$ cat config.mk
export PLATFORM = sky130hd
export DESIGN_NAME = alu_ctrl_seq
export DESIGN_NICKNAME = d
export VERILOG_FILES = /design/src/rtl/alu_ctrl_seq_pkg.sv /design/src/rtl/alu_ctrl_seq_funct_decode.sv /design/src/rtl/alu_ctrl_seq.sv
export SDC_FILE = /design/constraint.sdc
export NUM_CORES = 1
export LEC_CHECK = 0
export BUFFER_PORTS_ARGS = -buffer_cell sky130_fd_sc_hd__clkbuf_2
export CELL_PAD_IN_SITES_DETAIL_PLACEMENT = 0
export CELL_PAD_IN_SITES_GLOBAL_PLACEMENT = 2
export CORE_MARGIN = 2
export CORE_UTILIZATION = 30
export CTS_BUF_LIST = sky130_fd_sc_hd__clkbuf_4
export DETAILED_ROUTE_END_ITERATION = 10
export PLACE_DENSITY = 0.72
export SKIP_CTS_REPAIR_TIMING = 1
export SLEW_MARGIN = 10
export SYNTH_ARGS = -nofsm -noshare
export SYNTH_HDL_FRONTEND = slang
export SYNTH_SLANG_ARGS = --single-unit
export TNS_END_PERCENT = 5
$ cat constraint.sdc
create_clock -name clk -period 5.9 [get_ports clk]
set_input_delay 1.18 -clock clk [delete_from_list [all_inputs] [get_ports clk]]
set_output_delay 1.18 -clock clk [all_outputs]
set_load 0.005 [all_outputs]
$ cat src/rtl/alu_ctrl_seq_pkg.sv
// Shared encodings for the ALU-control stage: aluop classes, R-type funct
// codes, 4-bit ALU control codes, FSM states and the decoder result struct.
package alu_ctrl_seq_pkg;

  localparam logic [1:0] ALUOP_ADD   = 2'b00;
  localparam logic [1:0] ALUOP_SUB   = 2'b01;
  localparam logic [1:0] ALUOP_RTYPE = 2'b10;
  localparam logic [1:0] ALUOP_IMM   = 2'b11;

  localparam logic [5:0] FUNCT_SLL  = 6'b000000;
  localparam logic [5:0] FUNCT_SRL  = 6'b000010;
  localparam logic [5:0] FUNCT_SRA  = 6'b000011;
  localparam logic [5:0] FUNCT_MULT = 6'b011000;
  localparam logic [5:0] FUNCT_DIV  = 6'b011010;
  localparam logic [5:0] FUNCT_ADD  = 6'b100000;
  localparam logic [5:0] FUNCT_SUB  = 6'b100010;
  localparam logic [5:0] FUNCT_AND  = 6'b100100;
  localparam logic [5:0] FUNCT_OR   = 6'b100101;
  localparam logic [5:0] FUNCT_XOR  = 6'b100110;
  localparam logic [5:0] FUNCT_NOR  = 6'b100111;
  localparam logic [5:0] FUNCT_SLT  = 6'b101010;
  localparam logic [5:0] FUNCT_SLTU = 6'b101011;
  localparam logic [5:0] FUNCT_X33  = 6'b110011;

  localparam logic [3:0] ALUCTL_AND  = 4'b0000;
  localparam logic [3:0] ALUCTL_OR   = 4'b0001;
  localparam logic [3:0] ALUCTL_ADD  = 4'b0010;
  localparam logic [3:0] ALUCTL_NOR  = 4'b0011;
  localparam logic [3:0] ALUCTL_SLL  = 4'b0100;
  localparam logic [3:0] ALUCTL_SRL  = 4'b0101;
  localparam logic [3:0] ALUCTL_XOR  = 4'b0110;
  localparam logic [3:0] ALUCTL_SRA  = 4'b0111;
  localparam logic [3:0] ALUCTL_MULT = 4'b1000;
  localparam logic [3:0] ALUCTL_DIV  = 4'b1001;
  localparam logic [3:0] ALUCTL_SUB  = 4'b1010;
  localparam logic [3:0] ALUCTL_SLT  = 4'b1011;
  localparam logic [3:0] ALUCTL_IMM  = 4'b1101;
  localparam logic [3:0] ALUCTL_SLTU = 4'b1111;

  typedef enum logic [1:0] {ST_IDLE = 2'b00, ST_BUSY = 2'b01, ST_DONE = 2'b10} state_t;

  typedef struct packed {
    logic [3:0] code;
    logic       illegal;
    logic       is_mdu;
    logic       is_div;
  } dec_t;

endpackage

$ cat src/rtl/alu_ctrl_seq_funct_decode.sv
// Combinational aluop/funct decoder. Extra R-type ops (SRL, SRA, NOR, SLTU,
// XOR) are decoded only when ALUCTRL_EXT_OPS_EN is defined; otherwise they
// fall into the illegal bucket.
module alu_ctrl_seq_funct_decode
  import alu_ctrl_seq_pkg::*;
(
  input  logic [1:0] aluop,
  input  logic [5:0] funct,
  output dec_t       dec
);

  // Map op class (and funct for R-type) to a 4-bit control code.
  always_comb begin
    dec = '0;
    case (aluop)
      ALUOP_ADD: dec.code = ALUCTL_ADD;
      ALUOP_SUB: dec.code = ALUCTL_SUB;
      ALUOP_IMM: dec.code = ALUCTL_IMM;
      default: begin
        case (funct)
          FUNCT_SLL:  dec.code = ALUCTL_SLL;
          FUNCT_ADD:  dec.code = ALUCTL_ADD;
          FUNCT_SUB:  dec.code = ALUCTL_SUB;
          FUNCT_AND:  dec.code = ALUCTL_AND;
          FUNCT_OR:   dec.code = ALUCTL_OR;
          FUNCT_SLT:  dec.code = ALUCTL_SLT;
          FUNCT_X33:  dec.code = ALUCTL_XOR;
          FUNCT_MULT: begin dec.code = ALUCTL_MULT; dec.is_mdu = 1'b1; end
          FUNCT_DIV:  begin dec.code = ALUCTL_DIV;  dec.is_mdu = 1'b1; dec.is_div = 1'b1; end
`ifdef ALUCTRL_EXT_OPS_EN
          FUNCT_SRL:  dec.code = ALUCTL_SRL;
          FUNCT_SRA:  dec.code = ALUCTL_SRA;
          FUNCT_NOR:  dec.code = ALUCTL_NOR;
          FUNCT_SLTU: dec.code = ALUCTL_SLTU;
          FUNCT_XOR:  dec.code = ALUCTL_XOR;
`endif
          default:    dec.illegal = 1'b1;
        endcase
      end
    endcase
  end

endmodule

$ cat src/rtl/alu_ctrl_seq.sv
// Registered, handshaked ALU-control stage. Single-cycle ops pass through one
// register stage at full throughput; MULT/DIV hold the stage in BUSY for the
// MDU latency, then present their control word in DONE until EX takes it.
// Optional feature macro: ALUCTRL_EXT_OPS_EN (extra R-type decodes).
module alu_ctrl_seq
  import alu_ctrl_seq_pkg::*;
#(
  parameter int CTRL_W      = 4,
  parameter int MULT_CYCLES = 4,
  parameter int DIV_CYCLES  = 32,
  parameter int CNT_W       = 6
) (
  input  logic              clk,
  input  logic              reset_n,
  input  logic              flush,
  input  logic              valid_in,
  output logic              ready_out,
  input  logic [1:0]        aluop,
  input  logic [5:0]        funct,
  output logic              valid_out,
  input  logic              ready_in,
  output logic [CTRL_W-1:0] alucontrol,
  output logic              illegal,
  output logic              mdu_start,
  output logic              busy
);

  localparam logic [CNT_W-1:0] MULT_LAST = CNT_W'(MULT_CYCLES - 1);
  localparam logic [CNT_W-1:0] DIV_LAST  = CNT_W'(DIV_CYCLES - 1);

  state_t           state;
  logic [CNT_W-1:0] cnt;
  dec_t             dec;
  logic             accept;

  alu_ctrl_seq_funct_decode u_dec (
    .aluop (aluop),
    .funct (funct),
    .dec   (dec)
  );

  assign ready_out = (state == ST_IDLE) && (!valid_out || ready_in) && !flush;
  assign accept    = valid_in && ready_out;
  assign busy      = (state != ST_IDLE);

  // Sequencer: output register, MDU busy counter and IDLE/BUSY/DONE state.
  always_ff @(posedge clk or negedge reset_n) begin
    if (!reset_n) begin
      state      <= ST_IDLE;
      cnt        <= '0;
      valid_out  <= 1'b0;
      illegal    <= 1'b0;
      mdu_start  <= 1'b0;
      alucontrol <= '0;
    end else if (flush) begin
      state     <= ST_IDLE;
      cnt       <= '0;
      valid_out <= 1'b0;
      illegal   <= 1'b0;
      mdu_start <= 1'b0;
    end else begin
      mdu_start <= 1'b0;
      case (state)
        ST_IDLE: begin
          if (accept) begin
            alucontrol <= CTRL_W'(dec.code);
            illegal    <= dec.illegal;
            if (dec.is_mdu) begin
              state     <= ST_BUSY;
              cnt       <= dec.is_div ? DIV_LAST : MULT_LAST;
              mdu_start <= 1'b1;
              valid_out <= 1'b0;
            end else begin
              valid_out <= 1'b1;
            end
          end else if (ready_in) begin
            valid_out <= 1'b0;
          end
        end
        ST_BUSY: begin
          if (cnt != '0) begin
            cnt <= cnt - CNT_W'(1);
          end else begin
            state     <= ST_DONE;
            valid_out <= 1'b1;
          end
        end
        ST_DONE: begin
          if (ready_in) begin
            state     <= ST_IDLE;
            valid_out <= 1'b0;
          end
        end
        default: state <= ST_IDLE;
      endcase
    end
  end

endmodule

==> results of run 1 <==
## cell type report
class	instances	area [sq um]	share of cell area
Tap cell	48	60.1	0.0469
Clock buffer	4	30.0	0.0235
Multi-Input combinational cell	104	676	0.528
Timing Repair Buffer	21	105	0.0821
Inverter	9	33.8	0.0264
Sequential cell	15	375	0.293
## flip-flops by register name, summed over array words and instances (netlist names)
name        cells
valid_out       1
illegal         1
alucontrol      4
mdu_start       1
state           2
cnt             6
## through the flow
step           power (mW)  setup WS [ns]  hold WS [ns]
2_1_floorplan       0.141           3.14         0.495
3_3_place_gp        0.159           2.87         0.513
3_5_place_dp        0.160           2.83         0.509
4_1_cts             0.225           2.91         0.532
5_1_grt             0.237           2.83         0.552
6_report            0.222           2.92         0.521
## cells in the final DEF, fill, tap and decap left out, types with 3 or more instances in the layout
cell type / count
clkbuf_4: 4
nor3_1: 5
nor2_1: 15
nand3_1: 4
clkbuf_2: 21
nor2b_1: 5
a21oi_1: 9
ha_1: 6
a41o_1: 3
inv_1: 9
a31oi_1: 3
dfrtp_1: 15
a211oi_1: 5
nand2_1: 9
o21ai_0: 11
## layer usage
layer	wire (microns)	GRT usage	vias to the layer above	part of all wire
li1	-	-	526	-
met1	1350	0.183	488	0.48
met2	1390	0.238	14	0.50
met3	61	0.0122	0	0.022
met4	0	0.0532	0	0
met5	0	0	-	0
## power breakdown
group	internal [mW]	switching [mW]
logic	0.0180	0.0251
clock network	0.0308	0.0337
registers	0.109	0.00533
total	0.158	0.0641
## critical path: stages
cell	delay [ns]
clkbuf_2	0.09
nor2b_1	0.32
nor3_1	0.08
clkbuf_2	0.12
## cell families (layout without fill, tap and decap cells)
| family | Yosys count | count (layout) | synth area share |
|---|---|---|---|
| AND/OR/NAND/NOR | 53 | 53 | 0.257 |
| AO/OA/AOI/OAI | 42 | 42 | 0.258 |
| flip-flops | 15 | 15 | 0.339 |
| buffers and inverters | 15 | 34 | 0.0508 |
| adder cells (fa/ha/maj) | 6 | 6 | 0.0678 |
| multiplexers | 2 | 2 | 0.0203 |
| XOR/XNOR | 1 | 1 | 0.00791 |
## how the worst max path moves through the flow
| stage | from | to | slack [ns] | depth (start not counted) |
|---|---|---|---|---|
| after floorplan | flush | ready_out | 3.14 | 2 |
| after global placement | flush | cnt[0] | 2.87 | 6 |
| after detailed placement | flush | cnt[0] | 2.83 | 6 |
| after CTS | ready_in | ready_out | 2.91 | 4 |
| after global routing | ready_in | ready_out | 2.83 | 4 |
| final | ready_in | ready_out | 2.92 | 4 |
==> reports/metrics.csv, run 1 <==
metric,value,unit
final hold vios,0,
Least-Margin Pin Slew,0.469,ns
Placed Cells,197,
layout cells sized above 1,0.196,
height of the die,64.8,microns
final net count,173,
area share of the largest cell type after synthesis,0.339,
GRT Util Overall,0.140,
fin crit period,2.98,ns
largest net degree at the start of global routing,16,
CP Class,in -> out,
reg2reg end,cnt[1],
fin area,1280,sq um
chip width,64.8,microns
Starting Density,0.307,
clock latency on the worst-skew pair,0.28,ns
H-tree depth,1,
I/O pin count,22,
CTS tree,done,
worst endpoint required time,4.72,ns
FF-to-FF setup slack,3.47,ns
P_leak,0.582,nW
Min-Delay Path Class,reg -> reg,
final core occ,0.355,
synth top area cells,"dfrtp_1 (34%), ha_1 (6.8%), nor2_1 (5.1%), o21ai_0 (5.0%), a21oi_1 (4.1%)",
DR WL/cell,14.0,microns
power per cell area,173,nW/um^2
Placed Instance Area,1250,sq um
Core Area,3610,sq um
Hold Crit Start,alucontrol[0],
Routed Wire Length,2.81,mm
Root Driver,clkbuf_4,
Setup crit start kind,primary input,
FF-to-FF Start,state[0],
DP Wirelength,2.20,mm
crit-path max FO,6,
DRC viols,0,
fmax,335,MHz
routed vias,1028,
# port buffers,21,
Synth Area per Inst,8.26,sq um
RSZ-0062 raised after global routing,no,
"FF+latch count, synth",15,
distinct cell type count after synthesis,37,
clock buffer depth,2,
FF-to-FF path depth,7,
Worst VDD drop,0.0510,mV
Core Rows,22,
first-pass GRT wire length,4.65,mm
CP Capture Type,primary output,
setup violators final,0,
Gate Count Post-Synth,134,
outcome,finished clean,
"Reg clk slew, reported paths",0.09,ns
First-pass DRT Iterations,4,
Post-Syn Nets,153,
"Cell Area, Synth",1110,sq um
Detailed Route Iter0 Violations,52,
number of routed nets with antenna violations,0,
post-synth top area cell,dfrtp_1,
Filler cells,401,
post-route setup TNS,0,ns
commonest cells in the netlist,"dfrtp_1 (15), nor2_1 (15), o21ai_0 (11)",
WHS Path Cells,2,
"Primary FF master, synth",dfrtp_1,
diode count,0,
max cap viols,0,
Vias/cell,5.11,
die area,4190,sq um
warnings from Yosys,0,
GPL Wtd Cong,0.757,
Non-Filler Instances,201,
max_slew headroom,0.687,
sequential fraction of the synthesis area,0.339,
Hold Path End,alucontrol[0],
GRT Residual Overflow,0,
Post-synth ARST share,1.00,
initial antenna violation count,0,
number of clock sinks,15,
number of synthesized flops with an enable pin,0,
vias in the first global route,997,
cts bufs inserted,3,
Final period util,0.505,
final slew viol count,0,
worst endpoint data arrival time,1.80,ns
maximum clock skew at final layout,0.00521,ns
Area Overhead vs Synth,15.6,%
(Power assumes the default switching activity.)
==> run 2, diff against run 1 <==
==> constraint.sdc (replaced) <==
create_clock -name clk -period 3 [get_ports clk]
set_input_delay 0.6 -clock clk [delete_from_list [all_inputs] [get_ports clk]]
set_output_delay 0.6 -clock clk [all_outputs]
set_load 0.005 [all_outputs]
==> run 2 against run 1 <==
  * Die area unchanged
  * Clock power increased by 91%
  * Register-to-register slack got worse by 2.9 ns
  * Clock-buffer cell count unchanged
  * Via count up 1.8%
==> reports/metrics.csv, run 2 (synthesis gave the netlist of run 1 again) <==
metric,value,unit,change
maximum clock skew at final layout,0.00244,ns,was 0.00521 ns
Worst path max stage delay,0.55,ns,was 0.32 ns
GRT Residual Overflow,0,,unchanged
Worst VDD drop,0.105,mV,was 0.0510 mV
outcome,finished clean,,unchanged
CTS tree,done,,unchanged
post-route setup TNS,0,ns,unchanged
Core Rows,22,,unchanged
routed vias,1047,,"was 1,028"
final net count,174,,was 173
I/O pin count,22,,unchanged
Root Driver,clkbuf_4,,unchanged
"Reg clk slew, reported paths",0.09,ns,about the same
Power Total,0.433,mW,was 0.222 mW
Min-Delay Path Class,in -> async,,was reg -> reg
worst endpoint required time,3.16,ns,was 4.72 ns
diode count,0,,unchanged
DRC viols,0,,unchanged
Core Area,3610,sq um,unchanged
power per cell area,336,nW/um^2,was 173 nW/um^2
Hold WS,0.229,ns,was 0.521 ns
"slowest stage cell, crit path",or4b_4,,was nor2b_1
DP Wirelength,2.16,mm,was 2.20 mm
clock buffer depth,2,,unchanged
crit-path cells,inv_1 > ha_1 > nand3b_2 > or4b_4 > o21ai_4 > a21oi_2 > mux2_1,,was clkbuf_2 > nor2b_1 > nor3_1 > clkbuf_2
Routed Wire Length,2.69,mm,was 2.81 mm
Top reg by flops,cnt,,unchanged
internal power,0.311,mW,was 0.158 mW
Largest regs,"cnt x6, alucontrol x4, state x2",,unchanged
die area,4190,sq um,unchanged
CP Capture Type,register,,was primary output
switching power,0.122,mW,was 0.0641 mW
Starting Density,0.307,,unchanged
max_slew headroom,0.682,,was 0.687
number of routed nets with antenna violations,0,,unchanged
Clock power frac,0.284,,was 0.291
fmax,419,MHz,
layout cells sized above 1,0.201,,was 0.196
Largest register FFs,6,,unchanged
height of the die,64.8,microns,unchanged
Placed Cells,198,,was 197
DR WL/cell,13.3,microns,was 14.0 microns
worst endpoint data arrival time,2.55,ns,was 1.80 ns
Final period util,0.796,,
Setup crit start kind,register,,was primary input
First-pass DRT Iterations,4,,unchanged
Area Overhead vs Synth,16.3,%,was 15.6%
Least-Margin Pin Slew,0.477,ns,was 0.469 ns
GRT Util Overall,0.142,,was 0.140
P_leak,0.587,nW,was 0.582 nW
crit-path max FO,8,,was 6
switching fraction of total power,0.281,,was 0.289
number of clock sinks,15,,unchanged
first-pass GRT wire length,4.71,mm,was 4.65 mm
Detailed Route Iter0 Violations,29,,was 52
cts bufs inserted,3,,unchanged
Non-Filler Instances,202,,was 201
initial antenna violation count,0,,unchanged
final slew viol count,0,,unchanged
combinational power share,0.198,,was 0.194
final hold vios,0,,unchanged
largest net degree at the start of global routing,16,,unchanged
FF-to-FF path depth,7,,unchanged
Vias/cell,5.18,,was 5.11
RSZ-0062 raised after global routing,no,,unchanged
GPL Wtd Cong,0.752,,was 0.757
# port buffers,21,,unchanged
clock latency on the worst-skew pair,0.27,ns,was 0.28 ns
H-tree depth,1,,unchanged
"commonest non-fill, non-tap cells in the layout","clkbuf_2 (21), nor2_1 (15), dfrtp_1 (15), o21ai_0 (11)",,unchanged
max cap viols,0,,unchanged
sequential share of power,0.518,,was 0.515
"commonest non-fill, non-tap cell in the layout",clkbuf_2,,unchanged
chip width,64.8,microns,unchanged
vias in the first global route,1021,,was 997
CP Class,reg -> reg,,was in -> out
fin crit period,2.39,ns,
setup violators final,0,,unchanged
run 2: changes by cell type in the layout (fill, tap and decap cells not counted):
cell and delta:
buf_4 +1
run 2: worst paths after layout:
kind	from	slack [ns]	endpoint
hold / removal	reset_n	0.23	cnt[0]
min in group clk	alucontrol[0]	0.53	alucontrol[0]
setup reg to reg	state[1]	0.61	cnt[1]
max in group asynchronous	reset_n	2.49	alucontrol[1]
hold reg to reg	alucontrol[0]	0.53	alucontrol[0]
setup / recovery	state[1]	0.61	cnt[1]
run 2: stage by stage:
stage / worst slack (ns) / area [sq um] / util
after floorplan: 0.815 / 1110 / -
after global placement: 0.680 / 1260 / 0.349
after detailed placement: 0.616 / 1260 / 0.349
after CTS: 0.603 / 1290 / 0.357
after global routing: 0.500 / 1290 / 0.357
final: 0.612 / 1290 / 0.357
run 2: critical path: cells and delay by family, from the launching register on:
| family | cells | cell delay (ns) |
|---|---|---|
| AND/OR/NAND/NOR | 2 | 0.72 |
| flip-flops | 1 | 0.39 |
| AO/OA/AOI/OAI | 2 | 0.37 |
| adder cells (fa/ha/maj) | 1 | 0.36 |
| multiplexers | 1 | 0.31 |
| buffers and inverters | 1 | 0.12 |
run 2: cell type report:
class / instances / area [sq um]
fillers: 392 / 2320
well taps: 48 / 60.1
flip-flops and latches: 15 / 375
repair buffers: 22 / 113
multi-input cells: 104 / 676
inverters: 9 / 33.8
clock buffers: 4 / 30.0
run 2: power groups by stage:
stage	Clock [mW]	Sequential [mW]	Combinational, mW
2_1_floorplan	0	0.227	0.0509
3_3_place_gp	0	0.228	0.0875
3_5_place_dp	0	0.229	0.0870
4_1_cts	0.128	0.225	0.0873
5_1_grt	0.142	0.227	0.0996
6_report	0.123	0.224	0.0856
run 2: per-layer routing:
layer	global-route usage	share of wire
met5	0	0
met4	0.0319	0
met3	0.0208	0.024
met2	0.253	0.51
met1	0.182	0.47
